<file path="src/rtl/fetch_pkg.sv">
// Shared types and constants for the instruction fetch stage.
//   fetch_entry_t    : one buffered fetch, {pc, insn}
//   NOP_INSN         : instruction presented when the buffer is empty
//   DEFAULT_RESET_PC : default fetch address after reset
package fetch_pkg;

   localparam int unsigned XLEN = 32;

   typedef struct packed {
      logic [XLEN-1:0] pc;
      logic [XLEN-1:0] insn;
   } fetch_entry_t;

   localparam logic [XLEN-1:0] NOP_INSN         = 32'h0000_0013;
   localparam logic [XLEN-1:0] DEFAULT_RESET_PC = 32'h0000_0000;

endpackage

</file>
<file path="src/rtl/fetch_fifo.sv">
// Synchronous FIFO of fetch entries with flush.
// Ports:
//   clk, reset    : clock, synchronous active-high reset
//   flush_i       : empty the FIFO; a same-cycle push/pop is discarded
//   push_i        : write push_data_i at the tail (caller guarantees room)
//   pop_i         : drop the head entry (caller guarantees non-empty)
//   head_o        : current head entry (valid when !empty_o)
//   empty_o       : FIFO holds no entries
//   count_o       : number of entries held
module fetch_fifo
   import fetch_pkg::*;
#(
   parameter int unsigned DEPTH = 2
) (
   input  logic                   clk,
   input  logic                   reset,
   input  logic                   flush_i,
   input  logic                   push_i,
   input  fetch_entry_t           push_data_i,
   input  logic                   pop_i,
   output fetch_entry_t           head_o,
   output logic                   empty_o,
   output logic [$clog2(DEPTH):0] count_o
);

   localparam int unsigned AW = $clog2(DEPTH);
   localparam int unsigned CW = AW + 1;

   fetch_entry_t    mem_q [DEPTH];
   logic [AW-1:0]   wr_ptr_q, wr_ptr_d;
   logic [AW-1:0]   rd_ptr_q, rd_ptr_d;
   logic [CW-1:0]   count_q,  count_d;

   // Pointer and occupancy next state; pointers wrap naturally (DEPTH is 2^AW)
   always_comb begin
      wr_ptr_d = wr_ptr_q;
      rd_ptr_d = rd_ptr_q;
      count_d  = count_q;
      if (flush_i) begin
         wr_ptr_d = '0;
         rd_ptr_d = '0;
         count_d  = '0;
      end else begin
         if (push_i) wr_ptr_d = wr_ptr_q + AW'(1);
         if (pop_i)  rd_ptr_d = rd_ptr_q + AW'(1);
         count_d = count_q + CW'(push_i) - CW'(pop_i);
      end
   end

   always_ff @(posedge clk) begin
      if (reset) begin
         wr_ptr_q <= '0;
         rd_ptr_q <= '0;
         count_q  <= '0;
      end else begin
         wr_ptr_q <= wr_ptr_d;
         rd_ptr_q <= rd_ptr_d;
         count_q  <= count_d;
      end
   end

   // Storage needs no reset; occupancy qualifies every read.
   // Push at full with a pop overwrites the slot being read out this cycle.
   always_ff @(posedge clk) begin
      if (push_i && !flush_i) mem_q[wr_ptr_q] <= push_data_i;
   end

   assign head_o  = mem_q[rd_ptr_q];
   assign empty_o = (count_q == '0);
   assign count_o = count_q;

endmodule

</file>
<file path="src/rtl/fetch_unit.sv">
// Instruction fetch stage: owns the fetch PC, issues word reads to
// instruction memory under a credit limit, buffers responses and hands
// {insn, pc} to the hart. A redirect flushes buffered and in-flight fetches.
// Optional macro FETCH_ALIGN_CHECK_EN adds fetch_fault for misaligned
// redirect targets; without it the target's low two bits are cleared.
// Ports:
//   clk, reset                      : clock, synchronous active-high reset
//   imem_req_valid/ready/addr       : fetch request channel
//   imem_rsp_valid/data             : in-order response channel, never stalled
//   insn_valid/ready, insn, pc      : head of the instruction buffer
//   redirect_valid, redirect_pc     : flush and restart fetch at redirect_pc
//   fetch_fault (FETCH_ALIGN_CHECK_EN only) : misaligned redirect seen
module fetch_unit
   import fetch_pkg::*;
#(
   parameter logic [31:0] RESET_PC = DEFAULT_RESET_PC,
   parameter int unsigned DEPTH    = 2
) (
   input  logic        clk,
   input  logic        reset,
   output logic        imem_req_valid,
   input  logic        imem_req_ready,
   output logic [31:0] imem_req_addr,
   input  logic        imem_rsp_valid,
   input  logic [31:0] imem_rsp_data,
   output logic        insn_valid,
   input  logic        insn_ready,
   output logic [31:0] insn,
   output logic [31:0] pc,
   input  logic        redirect_valid,
   input  logic [31:0] redirect_pc
`ifdef FETCH_ALIGN_CHECK_EN
   ,
   output logic        fetch_fault
`endif
);

   localparam int unsigned CW = $clog2(DEPTH) + 1;

   logic [31:0]   fetch_pc_q, fetch_pc_d;
   logic [31:0]   resp_pc_q,  resp_pc_d;
   logic [CW-1:0] outstanding_q, outstanding_d;
   logic [CW-1:0] drop_q, drop_d;

   logic [CW-1:0] fifo_count;
   logic          fifo_empty;
   fetch_entry_t  fifo_head;
   fetch_entry_t  push_entry;
   logic [CW:0]   credit_used;
   logic          req_fire;
   logic          rsp_ok;
   logic          push;
   logic          pop;
   logic          req_block;
   logic [31:0]   target;

`ifdef FETCH_ALIGN_CHECK_EN
   logic fault_q, fault_d;

   // Misaligned targets are kept as-is; the fault blocks all fetching
   assign target      = redirect_pc;
   assign req_block   = fault_q;
   assign fetch_fault = fault_q;

   always_comb begin
      fault_d = fault_q;
      if (redirect_valid) fault_d = (redirect_pc[1:0] != 2'b00);
   end

   always_ff @(posedge clk) begin
      if (reset) fault_q <= 1'b0;
      else       fault_q <= fault_d;
   end
`else
   assign target    = redirect_pc & 32'hFFFF_FFFC;
   assign req_block = 1'b0;
`endif

   // Every request holds a buffer slot from issue until its entry is popped
   assign credit_used    = (CW+1)'(fifo_count) + (CW+1)'(outstanding_q);
   assign imem_req_valid = !reset && !redirect_valid && !req_block &&
                           (credit_used < (CW+1)'(DEPTH));
   assign imem_req_addr  = fetch_pc_q;
   assign req_fire       = imem_req_valid && imem_req_ready;

   // A response with nothing outstanding is a protocol error and is ignored
   assign rsp_ok = imem_rsp_valid && (outstanding_q != '0);
   assign push   = rsp_ok && (drop_q == '0) && !redirect_valid;
   assign pop    = insn_valid && insn_ready && !redirect_valid;

   assign push_entry.pc   = resp_pc_q;
   assign push_entry.insn = imem_rsp_data;

   fetch_fifo #(.DEPTH(DEPTH)) u_fifo (
      .clk         (clk),
      .reset       (reset),
      .flush_i     (redirect_valid),
      .push_i      (push),
      .push_data_i (push_entry),
      .pop_i       (pop),
      .head_o      (fifo_head),
      .empty_o     (fifo_empty),
      .count_o     (fifo_count)
   );

   assign insn_valid = !fifo_empty;
   assign insn       = insn_valid ? fifo_head.insn : NOP_INSN;
   assign pc         = insn_valid ? fifo_head.pc   : 32'h0000_0000;

   // PC, credit and drop next state; redirect overrides everything else
   always_comb begin
      fetch_pc_d    = fetch_pc_q;
      resp_pc_d     = resp_pc_q;
      drop_d        = drop_q;
      outstanding_d = outstanding_q + CW'(req_fire) - CW'(rsp_ok);
      if (redirect_valid) begin
         fetch_pc_d = target;
         resp_pc_d  = target;
         // Everything still in flight after this edge belongs to the old stream
         drop_d     = outstanding_q - CW'(rsp_ok);
      end else begin
         if (req_fire) fetch_pc_d = fetch_pc_q + 32'd4;
         if (rsp_ok) begin
            if (drop_q != '0) drop_d    = drop_q - CW'(1);
            else              resp_pc_d = resp_pc_q + 32'd4;
         end
      end
   end

   always_ff @(posedge clk) begin
      if (reset) begin
         fetch_pc_q    <= RESET_PC;
         resp_pc_q     <= RESET_PC;
         outstanding_q <= '0;
         drop_q        <= '0;
      end else begin
         fetch_pc_q    <= fetch_pc_d;
         resp_pc_q     <= resp_pc_d;
         outstanding_q <= outstanding_d;
         drop_q        <= drop_d;
      end
   end

`ifndef SYNTHESIS
   rsp_without_request : assert property (@(posedge clk) disable iff (reset)
      !(imem_rsp_valid && (outstanding_q == '0)));
`endif

endmodule

</file>
<file path="config.mk">
export PLATFORM = sky130hd
export DESIGN_NAME = fetch_unit
export DESIGN_NICKNAME = d
export VERILOG_FILES = /design/src/rtl/fetch_pkg.sv /design/src/rtl/fetch_fifo.sv /design/src/rtl/fetch_unit.sv
export SDC_FILE = /design/constraint.sdc
export NUM_CORES = 1
export LEC_CHECK = 0
export BUFFER_PORTS_ARGS = -buffer_cell sky130_fd_sc_hd__buf_2
export CORE_UTILIZATION = 61
export DETAILED_ROUTE_END_ITERATION = 8
export PLACE_DENSITY = 0.85
export SYNTH_ARGS = -nofsm -noshare
export SYNTH_HDL_FRONTEND = slang
export SYNTH_HIERARCHICAL = 1
export SYNTH_SLANG_ARGS = --single-unit
</file>
<file path="constraint.sdc">
create_clock -name clk -period 12.1 [get_ports clk]
set_input_delay 0.605 -clock clk [delete_from_list [all_inputs] [get_ports clk]]
set_output_delay 0.605 -clock clk [all_outputs]
set_load 0.03 [all_outputs]
</file>
==> impl_metrics.tcl, run 1 <==
set metrics [dict create \
    total_cts_buffers 17 \
    antenna_violating_nets_post_route 0 \
    power.combinational.fraction_pct 12.0 \
    fin_skew_ns 0.0138 \
    via_count 6520 \
    synth_sequential_area_ratio_pct 55.9 \
    clk_root_buffer_cell "clkbuf_16" \
    coreArea_mm2 0.0148 \
    critical_path.reg2reg.endpoint "imem_req_addr[27]" \
    synth.ff_latch_count 197 \
    total_power_density_per_cell_area_mw_per_mm2 140 \
    finalPower_mw 1.50 \
    mappedNetlistArea_mm2 0.00935 \
    report.final.hold_viol_count 0 \
    worst_r2r_path_depth 7 \
    yosys_warnings 6 \
    cts_sinks 197 \
    cts_max_path_buffers 2 \
    power.share.clock_pct 35.9 \
    min-delay-start "imem_rsp_data[9]" \
    route.detailed.drc 0 \
    run_status "finished, final reports clean" \
    avgRoutedWirePerCell_um 17.2 \
    most_used_dff_post_synth "edfxtp_1" \
    drive_gt1_share_pct 30.7 \
    grt_pass1_vias 5877 \
    leak_pwr_nw 4.04 \
    timing.setup.tns_ns 0 \
    num_rows 44 \
    grt.overflow.total 0 \
    die_h_um 126 \
    cts.clk_slew.worst_paths_ns 0.07 \
    cts-htree-levels 4 \
    chip_width_um 126 \
    cts-resized-gates 0 \
    vias_per_cell 5.98 \
    crit-reg2reg-launch "outstanding_q[0]" \
    required_ns 11.49 \
    timing.critical_path.fanout_max 38 \
    cts-hold-fix-buffers 0 \
    setup_violations 0 \
    worst_hold_path_type "in -> reg" \
    most-common-layout-cells "buf_2, edfxtp_1, dfxtp_1" \
    setup.reg_to_reg.worst_slack_ns 9.25 \
    relative_max_transition_margin_pct 42.9 \
    max_cap_violations 0 \
    drt_first_iter_violations 611 \
    max_freq_ghz 0.317 \
    detail_route.first_pass.iterations 5 \
    layout.filler_cells 998 \
    tritoncts "yes" \
    holdPathStages 1 \
    timing.hold.worst_endpoint "u_fifo/mem_q[1][9]" \
    postRouteWirelength_um 18800 \
    finalCoreUtilization_pct 72.6 \
    cp-end-kind "output pin" \
    critPathLaunchType "flip-flop" \
    max-vdd-ir-drop_v 0.000108 \
    leading_cell_type_in_the_layout_fill_and_taps_excluded "buf_2" \
    maximum_number_of_pins_on_one_net_before_global_route_repair 77 \
    yosys.cell_types.count 61 \
    dp.final_hpwl_um 12400 \
    dieArea_mm2 0.0158 \
    worst_hold_slack_ns 0.368 \
    timing.final.crit_period_ns 3.15 \
    ioPinCount 168 \
    grt_usage_pct 24.0 \
    timing.final.max_slew_violations 0 \
    floorplan.initialDensity_pct 63.4 \
    final_nets 971 \
    post_synth.cell_area_avg_um2 12.5 \
    finalCritPeriodShare_pct 26.1 \
    post_cts.repair.setup_buffers 0 \
    gp_congestion 0.885 \
    count_of_flip_flops_with_a_built_in_enable_after_synthesis 128 \
    p_int_mw 1.13 \
    antenna_found_initial 1 \
    clock_insertion_delay_worst_skew_ns 0.43 \
    power_switching_share_pct 24.7 \
    critical_path_class "reg -> out" \
    p_sw_mw 0.370 \
    synth_cells 747 \
    first_pass_grt_wire_length_um 30000 \
    critPathArrivalTime_ns 2.55 \
    io_buffers 163 \
    max_slew.worst_pin.slew_ns 0.856 \
    p_seq_share_pct 52.2 \
    unrepaired_setup_endpoints_after_global_routing "false" \
    area.growth.synth_to_final_pct 14.5 \
    synth_async_sr_flop_share_pct 0 \
]
[how the worst max path moves through the flow]
stage	start	end	slack, ns	depth (start not counted)
after floorplan	redirect_valid	u_fifo/mem_q[0][0]	5.38	5
after global placement	outstanding_q[0]	imem_req_addr[27]	9.30	7
after detailed placement	outstanding_q[0]	imem_req_addr[27]	9.26	7
after CTS	flip-flop	insn[0]	8.91	4
after global routing	flip-flop	insn[0]	8.83	4
final	flip-flop	insn[4]	8.95	4
[critical path, cell delays in order, from the launching register on]
cell and delay (ns):
dfxtp_4 0.66, buf_4 0.64, mux2_4 0.35, or2_2 0.27
buf_2 0.18
[power by group through the flow]
stage / clock network, mW / registers, mW / logic, mW
global placement: 0 / 0.792 / 0.174
CTS: 0.543 / 0.780 / 0.180
detailed placement: 0 / 0.794 / 0.179
global route: 0.568 / 0.785 / 0.195
finish: 0.537 / 0.781 / 0.179
floorplan: 0 / 0.798 / 0.125
[cells in the mapped netlist, drive strengths merged, types with 2 or more instances]
| library cell | number | area, um2 |
|---|---|---|
| edfxtp | 128 | 3840 |
| dfxtp | 69 | 1380 |
| mux2 | 64 | 946 |
| nor2b | 62 | 388 |
| nand2 | 35 | 131 |
| clkbuf | 32 | 160 |
| nor2 | 29 | 109 |
| nand3 | 23 | 115 |
| nand4 | 22 | 138 |
| o21ai | 21 | 105 |
| a31oi | 17 | 106 |
| buf | 17 | 198 |
| nor3 | 17 | 85.1 |
| or3 | 16 | 100 |
| o21a | 14 | 105 |
| a211oi | 13 | 97.6 |
| inv | 13 | 48.8 |
| o31a | 13 | 114 |
| and4 | 12 | 105 |
| nor4 | 12 | 75.1 |
| or4 | 12 | 93.8 |
| o31ai | 9 | 67.6 |
| xnor2 | 9 | 78.8 |
| xor2 | 9 | 78.8 |
| and3 | 8 | 50.1 |
| ha | 8 | 100 |
| a21boi | 7 | 52.6 |
| a21oi | 7 | 35.0 |
| o211ai | 7 | 66.3 |
| a311oi | 6 | 52.6 |
| nor3b | 5 | 42.5 |
| or2 | 5 | 31.3 |
| a211o | 3 | 26.3 |
| a21o | 2 | 15.0 |
| and2 | 2 | 13.8 |
| mux2i | 2 | 20.0 |
| nor4b | 2 | 17.5 |
| o311a | 2 | 20.0 |
| o311ai | 2 | 17.5 |
[state kept, by name, indices dropped and copies added (netlist names), named ones only]
name and count:
drop_q 2, imem_req_addr 30, outstanding_q 2, resp_pc_q 30, u_fifo/count_o 2, u_fifo/mem_q 128
u_fifo/rd_ptr_q 1, u_fifo/wr_ptr_q 1
[cells by family after synthesis]
logic type,Yosys count,synth area share [%]
other,1,0.0401
AO/OA/AOI/OAI,128,9.91
multiplexers,66,10.3
buffers and inverters,62,4.35
flip-flops,197,55.9
XOR/XNOR,19,1.93
AND/OR/NAND/NOR,265,16.3
adder cells (fa/ha/maj),9,1.28
[metal layers]
layer	wire, um	GRT usage, %	vias to the layer above
li1	-	-	3124
met1	8540	34.5	3083
met2	8540	37.1	290
met3	1490	5.01	23
met4	221	6.52	0
met5	0	0	-
[area by class of cell]
| class | instances | area (um2) | area share (%) |
|---|---|---|---|
| Sequential cell | 197 | 5230 | 48.8 |
| Multi-Input combinational cell | 493 | 3750 | 35.0 |
| Timing Repair Buffer | 170 | 868 | 8.11 |
| Clock buffer | 24 | 534 | 4.99 |
| Tap cell | 184 | 230 | 2.15 |
| Inverter | 13 | 48.8 | 0.456 |
| Clock inverter | 8 | 41.3 | 0.386 |
| Antenna cell | 1 | 2.50 | 0.0234 |
[stage by stage]
stage	instance area [um2]	worst slack (ns)	cells
floorplan	9370	5.38	752
global placement	10100	9.30	1057
detailed placement	10100	9.26	1057
CTS	10700	8.91	1089
global route	10700	8.83	1089
finish	10700	8.95	1090
(Power assumes the default switching activity.)
==> run 2: changes to the inputs <==
--- a/config.mk
+++ b/config.mk
@@ -6,9 +6,9 @@
 export NUM_CORES = 1
 export LEC_CHECK = 0
 export BUFFER_PORTS_ARGS = -buffer_cell sky130_fd_sc_hd__buf_2
-export CORE_UTILIZATION = 61
+export CORE_UTILIZATION = 51
 export DETAILED_ROUTE_END_ITERATION = 8
-export PLACE_DENSITY = 0.85
+export PLACE_DENSITY = 0.76
 export SYNTH_ARGS = -nofsm -noshare
 export SYNTH_HDL_FRONTEND = slang
 export SYNTH_HIERARCHICAL = 1
==> constraint.sdc (replaced) <==
create_clock -name clk -period 2.8 [get_ports clk]
set_input_delay 0.14 -clock clk [delete_from_list [all_inputs] [get_ports clk]]
set_output_delay 0.14 -clock clk [all_outputs]
set_load 0.03 [all_outputs]
==> run 2 against run 1 <==
Core utilization is 9.5 points lower; routed wire length is 2.5% higher; first-iteration DRC count is 23% lower; sequential cell count stayed put; combinational power grew to 5.1 times the previous value; non-clock buffer count is 48 higher; critical endpoint is now imem_req_addr[27].
==> impl_metrics.tcl, run 2 (synthesized netlist as in run 1, its figures left out) <==
set metrics [dict create \
    finalWorstSetupSlack_ns 0.175 \
    chip_width_um 137 \
    finalCritPeriodShare_pct 93.7 \
    postRouteWirelength_um 19300 \
    avgRoutedWirePerCell_um 16.3 \
    die_h_um 137 \
    crit-reg2reg-launch "u_fifo/count_o[0]" \
    detail_route.first_pass.iterations 5 \
    max_cap_violations 0 \
    power_switching_share_pct 26.2 \
    antenna_violating_nets_post_route 0 \
    placed_area_mm2 0.0103 \
    finalCoreUtilization_pct 63.1 \
    cts-resized-gates 0 \
    first_pass_grt_wire_length_um 30600 \
    p_int_mw 4.98 \
    cp-end-kind "flip-flop" \
    max_slew.worst_pin.slew_ns 0.859 \
    cts_sinks 197 \
    report.final.hold_viol_count 0 \
    grt_pass1_vias 6223 \
    critPathArrivalTime_ns 2.94 \
    finalPower_mw 6.75 \
    route.detailed.drc 0 \
    ioPinCount 168 \
    placed_cells 1110 \
    leak_pwr_nw 4.27 \
    power.combinational.fraction_pct 13.4 \
    worst_hold_path_type "in -> reg" \
    via_count 6605 \
    cp_cell_sequence "and2_2, fa_1, nor3b_2, buf_12, nand3_1, o311a_1, or3_1" \
    vias_per_cell 5.59 \
    drive_gt1_share_pct 30.8 \
    critical_path.reg2reg.endpoint "imem_req_addr[27]" \
    timing.critical_path.fanout_max 15 \
    run_status "finished, final reports clean" \
    max-vdd-ir-drop_v 0.000447 \
    max_freq_ghz 0.381 \
    total_power_density_per_cell_area_mw_per_mm2 595 \
    num_rows 49 \
    critical_path_cell_count 7 \
    clk_root_buffer_cell "clkbuf_16" \
    most-common-layout-cells "buf_2, edfxtp_1, dfxtp_1" \
    antenna_found_initial 0 \
    required_ns 3.12 \
    timing.final.crit_period_ns 2.62 \
    maximum_number_of_pins_on_one_net_before_global_route_repair 77 \
    worst_hold_slack_ns 0.0205 \
    pre_cts_ws_ns 0.179 \
    timing.final.max_slew_violations 0 \
    critPathLaunch "u_fifo/count_o[0]" \
    p_sw_mw 1.77 \
    cts_max_path_buffers 2 \
    maximum_single_stage_delay_on_the_critical_path_ns 0.50 \
    coreArea_mm2 0.0180 \
    critical_path.top_delay_family "simple AND/OR/NAND/NOR gates" \
    grt_usage_pct 21.1 \
    timing.critical_path.buf_inv 1 \
    register_containing_the_most_flip_flops_in_the_final_layout "u_fifo/mem_q" \
    setup_violations 0 \
    largest_register_ff_count 128 \
    dieArea_mm2 0.0189 \
    clock_insertion_delay_worst_skew_ns 0.43 \
    total_cts_buffers 17 \
    io_buffers 163 \
    drt_first_iter_violations 473 \
    total_inserted_antenna_cells 0 \
    finalNonFillerCells 1182 \
    cts.clk_slew.worst_paths_ns 0.07 \
    timing.setup.tns_ns 0 \
    area.growth.synth_to_final_pct 21.2 \
    leading_cell_type_in_the_layout_fill_and_taps_excluded "buf_2" \
    worst_r2r_path_depth 7 \
    critical_path_class "reg -> reg" \
    gp_congestion 0.847 \
    p_seq_share_pct 49.6 \
    worst_path_max_delay_cell "fa_1" \
    power.share.clock_pct 37.0 \
    relative_max_transition_margin_pct 42.7 \
    worst_setup_path_endpoint "imem_req_addr[27]" \
    grt.overflow.total 0 \
    floorplan.initialDensity_pct 52.1 \
    fin_skew_ns 0.00658 \
    cts-htree-levels 4 \
    dp.final_hpwl_um 12800 \
    unrepaired_setup_endpoints_after_global_routing "false" \
    final_nets 1019 \
    critPathLaunchType "flip-flop" \
    finalInstanceArea_mm2 0.0113 \
    tritoncts "yes" \
    setup.reg_to_reg.worst_slack_ns 0.18 \
]
run 2: cell types whose count changed in the layout (fill, tap and decap cells not counted), sizes merged:
cell         previous run  this run
buf                   170       178
diode                   1         0
inv                    14        20
clkbuf                 24        17
clkinv                  6         5
bufinv                  0         2
dlygate4sd3             0        40
run 2: area by class of cell:
cell class	instances	area (um2)
Inverter	13	48.8
Clock inverter	15	188
Sequential cell	197	5230
Tap cell	229	287
Timing Repair Buffer	218	1380
Clock buffer	17	425
Multi-Input combinational cell	493	3780
Fill cell	1409	6630
run 2: repair_timing:
item,in CTS,in global routing
endpoints found under the hold margin,72,0
hold buffers,40,0
buffers inserted,0,0
run 2: worst min-delay path: cells and delay by family:
kind	cells	cell delay [ns]
buf+inv	1	0.12
simple gates	1	0.07
compound gates	1	0.07
run 2: how the worst min path moves through the flow:
stage	startpoint	end	slack, ns	cells past startpoint
after floorplan	redirect_valid	u_fifo/count_o[0]	0.22	1
after global placement	imem_rsp_data[9]	u_fifo/mem_q[1][9]	0.33	1
after detailed placement	imem_rsp_data[0]	u_fifo/mem_q[0][0]	0.33	1
after CTS	redirect_pc[19]	imem_req_addr[19]	0.004	3
after global routing	redirect_pc[19]	imem_req_addr[19]	0.02	3
final	redirect_pc[19]	imem_req_addr[19]	0.02	3
run 2: power groups by stage:
stage               combinational, mW  clock (mW)  sequential, mW
floorplan                       0.556           0            3.45
global placement                0.843           0            3.40
detailed placement              0.859           0            3.41
CTS                             0.907        2.54            3.34
global route                    0.991        2.66            3.37
finish                          0.904        2.50            3.35
run 2: per-layer routing:
layer	GRT usage (%)	routed length, um	up-vias
met5	0	0	-
met4	5.56	207	0
met3	5.11	1340	17
met2	33.4	9010	225
met1	28.9	8700	3150
li1	-	-	3213
==> run 3: changes to the inputs <==
--- a/config.mk
+++ b/config.mk
@@ -6,9 +6,11 @@
 export NUM_CORES = 1
 export LEC_CHECK = 0
 export BUFFER_PORTS_ARGS = -buffer_cell sky130_fd_sc_hd__buf_2
-export CORE_UTILIZATION = 51
+export CELL_PAD_IN_SITES_DETAIL_PLACEMENT = 2
+export CELL_PAD_IN_SITES_GLOBAL_PLACEMENT = 2
+export CORE_UTILIZATION = 34
 export DETAILED_ROUTE_END_ITERATION = 8
-export PLACE_DENSITY = 0.76
+export PLACE_DENSITY = 0.75
 export SYNTH_ARGS = -nofsm -noshare
 export SYNTH_HDL_FRONTEND = slang
 export SYNTH_HIERARCHICAL = 1
==> run 3 against run 2 <==
Via count is 2.3% higher; worst hold slack worse by 0.00076 ns; fmax is 2.2% lower; total power is 1.7% higher; routed wire length is 33% higher; register-to-register slack worse by 0.06 ns; sequential power hardly changed; critical path depth stayed put.
==> impl_metrics.tcl, run 3 (synthesized netlist as in run 1, its figures left out) <==
set metrics [dict create \
    run_status "finished, final reports clean" \
    finalPower_mw 6.86 \
    coreArea_mm2 0.0270 \
    cp-end-kind "flip-flop" \
    finalCritPeriodShare_pct 95.8 \
    layout.filler_cells 2735 \
    chip_width_um 168 \
    p_int_mw 4.98 \
    largest_register_ff_count 128 \
    grt_pass1_vias 7290 \
    relative_max_transition_margin_pct 54.1 \
    final_nets 1021 \
    maximum_number_of_pins_on_one_net_before_global_route_repair 77 \
    total_inserted_antenna_cells 0 \
    io_buffers 163 \
    die_h_um 168 \
    vias_per_cell 5.22 \
    setup.reg_to_reg.worst_slack_ns 0.12 \
    cts-htree-levels 4 \
    p_seq_share_pct 48.9 \
    worst_setup_path_endpoint "imem_req_addr[24]" \
    grt.overflow.total 0 \
    placed_area_mm2 0.0105 \
    antenna_violating_nets_post_route 0 \
    unrepaired_setup_endpoints_after_global_routing "false" \
    worst_path_max_delay_cell "fa_1" \
    critical_path.reg2reg.endpoint "imem_req_addr[24]" \
    crit-reg2reg-launch "u_fifo/count_o[0]" \
    finalCoreUtilization_pct 42.7 \
    critPathLaunch "u_fifo/count_o[0]" \
    total_power_density_per_cell_area_mw_per_mm2 596 \
    cts_sinks 197 \
    dieArea_mm2 0.0282 \
    fin_skew_ns 0.0148 \
    power_switching_share_pct 27.4 \
    timing.critical_path.mode_cell "o31a_1" \
    via_count 6760 \
    critPathArrivalTime_ns 3.01 \
    cts_max_path_buffers 2 \
    detail_route.first_pass.iterations 4 \
    drive_gt1_share_pct 31.3 \
    max_slew.worst_pin.slew_ns 0.688 \
    first_pass_grt_wire_length_um 41100 \
    total_cts_buffers 17 \
    drt_first_iter_violations 334 \
    postRouteWirelength_um 25600 \
    max-vdd-ir-drop_v 0.000400 \
    tritoncts "yes" \
    avgRoutedWirePerCell_um 19.8 \
    timing.final.crit_period_ns 2.68 \
    antenna_found_initial 0 \
    post_cts.repair.setup_buffers 0 \
    dp.final_hpwl_um 17500 \
    finalInstanceArea_mm2 0.0115 \
    leak_pwr_nw 4.29 \
    clock_insertion_delay_worst_skew_ns 0.43 \
    gp_congestion 0.762 \
    num_rows 60 \
    required_ns 3.12 \
    most-common-layout-cells "buf_2, edfxtp_1, dfxtp_1" \
    route.detailed.drc 0 \
    worst_hold_path_type "in -> reg" \
    cts.clk_slew.worst_paths_ns 0.08 \
    worst_r2r_path_depth 7 \
    cp_cell_sequence "and2_2, fa_1, nor3b_2, buf_12, nand4_1, o31a_1, o31a_1" \
    leading_cell_type_in_the_layout_fill_and_taps_excluded "buf_2" \
    timing.final.max_slew_violations 0 \
    floorplan.initialDensity_pct 34.7 \
    maximum_single_stage_delay_on_the_critical_path_ns 0.47 \
    critical_path_class "reg -> reg" \
    area.growth.synth_to_final_pct 23.1 \
    report.final.hold_viol_count 0 \
    setup_violations 0 \
    power.share.clock_pct 37.3 \
    p_sw_mw 1.88 \
    grt_usage_pct 18.6 \
    max_freq_ghz 0.373 \
    ioPinCount 168 \
    max_cap_violations 0 \
    critPathLaunchType "flip-flop" \
    power.combinational.fraction_pct 13.8 \
    register_containing_the_most_flip_flops_in_the_final_layout "u_fifo/mem_q" \
    timing.critical_path.fanout_max 16 \
    clk_root_buffer_cell "clkbuf_16" \
]
run 3: cell count changes in the layout (fill, tap and decap cells not counted), sizes merged:
cell         change
buf              +4
dlygate4sd3      -2
run 3: timing repair:
item,4_1_cts,5_1_grt
hold endpoints to repair,69,1
gates resized for setup,0,1
hold buffers,37,1
setup endpoints to repair,0,2
run 3: power by group through the flow:
stage,sequential (mW),clock [mW],combinational (mW)
final,3.36,2.56,0.947
after floorplan,3.45,0,0.556
after global placement,3.41,0,0.878
after detailed placement,3.42,0,0.910
after CTS,3.35,2.63,0.959
after global routing,3.38,2.74,1.03
run 3: worst max-delay path, delay by kind of cell (launching register included):
family	cells	cell delay [ns]
flops	1	0.40
fa+ha+maj	1	0.47
simple gates	3	0.84
buf+inv	1	0.18
compound gates	2	0.67
run 3: how the worst min path moves through the flow:
stage,slack (ns),depth (start not counted),end,from
2_1_floorplan,0.22,1,u_fifo/count_o[0],redirect_valid
3_3_place_gp,0.33,1,u_fifo/mem_q[1][28],imem_rsp_data[28]
3_5_place_dp,0.33,1,u_fifo/mem_q[0][12],imem_rsp_data[12]
4_1_cts,0.002,3,imem_req_addr[18],redirect_pc[18]
5_1_grt,0.006,3,imem_req_addr[19],redirect_pc[19]
6_report,0.02,3,imem_req_addr[19],redirect_pc[19]
run 3: area by class of cell:
cell class	instances	area (um2)	area share, %
Timing Repair Buffer	220	1410	12.3
Tap cell	341	427	3.71
Clock buffer	17	425	3.69
Clock inverter	15	186	1.62
Inverter	13	48.8	0.424
Sequential cell	197	5230	45.4
Multi-Input combinational cell	493	3780	32.9
run 3: routing by layer:
metal	global-route usage (%)	share of wire, %	vias up	routed length, um
met3	3.15	3.7	12	956
met5	0	0	-	0
met2	31.8	49	145	12600
li1	-	-	3216	-
met1	24.7	46	3387	11900
met4	4.27	0.75	0	191
run 3: stage by stage:
step	std cells	setup WS (ns)	hold slack [ns]	TNS [ns]
after detailed placement	1226	0.0306	0.332	0
after global placement	1226	0.118	0.328	0
after floorplan	752	-0.175	0.215	-11.20
after global routing	1296	0.00734	0.00610	0
after CTS	1295	0.0257	0.00176	0
final	1296	0.116	0.0198	0
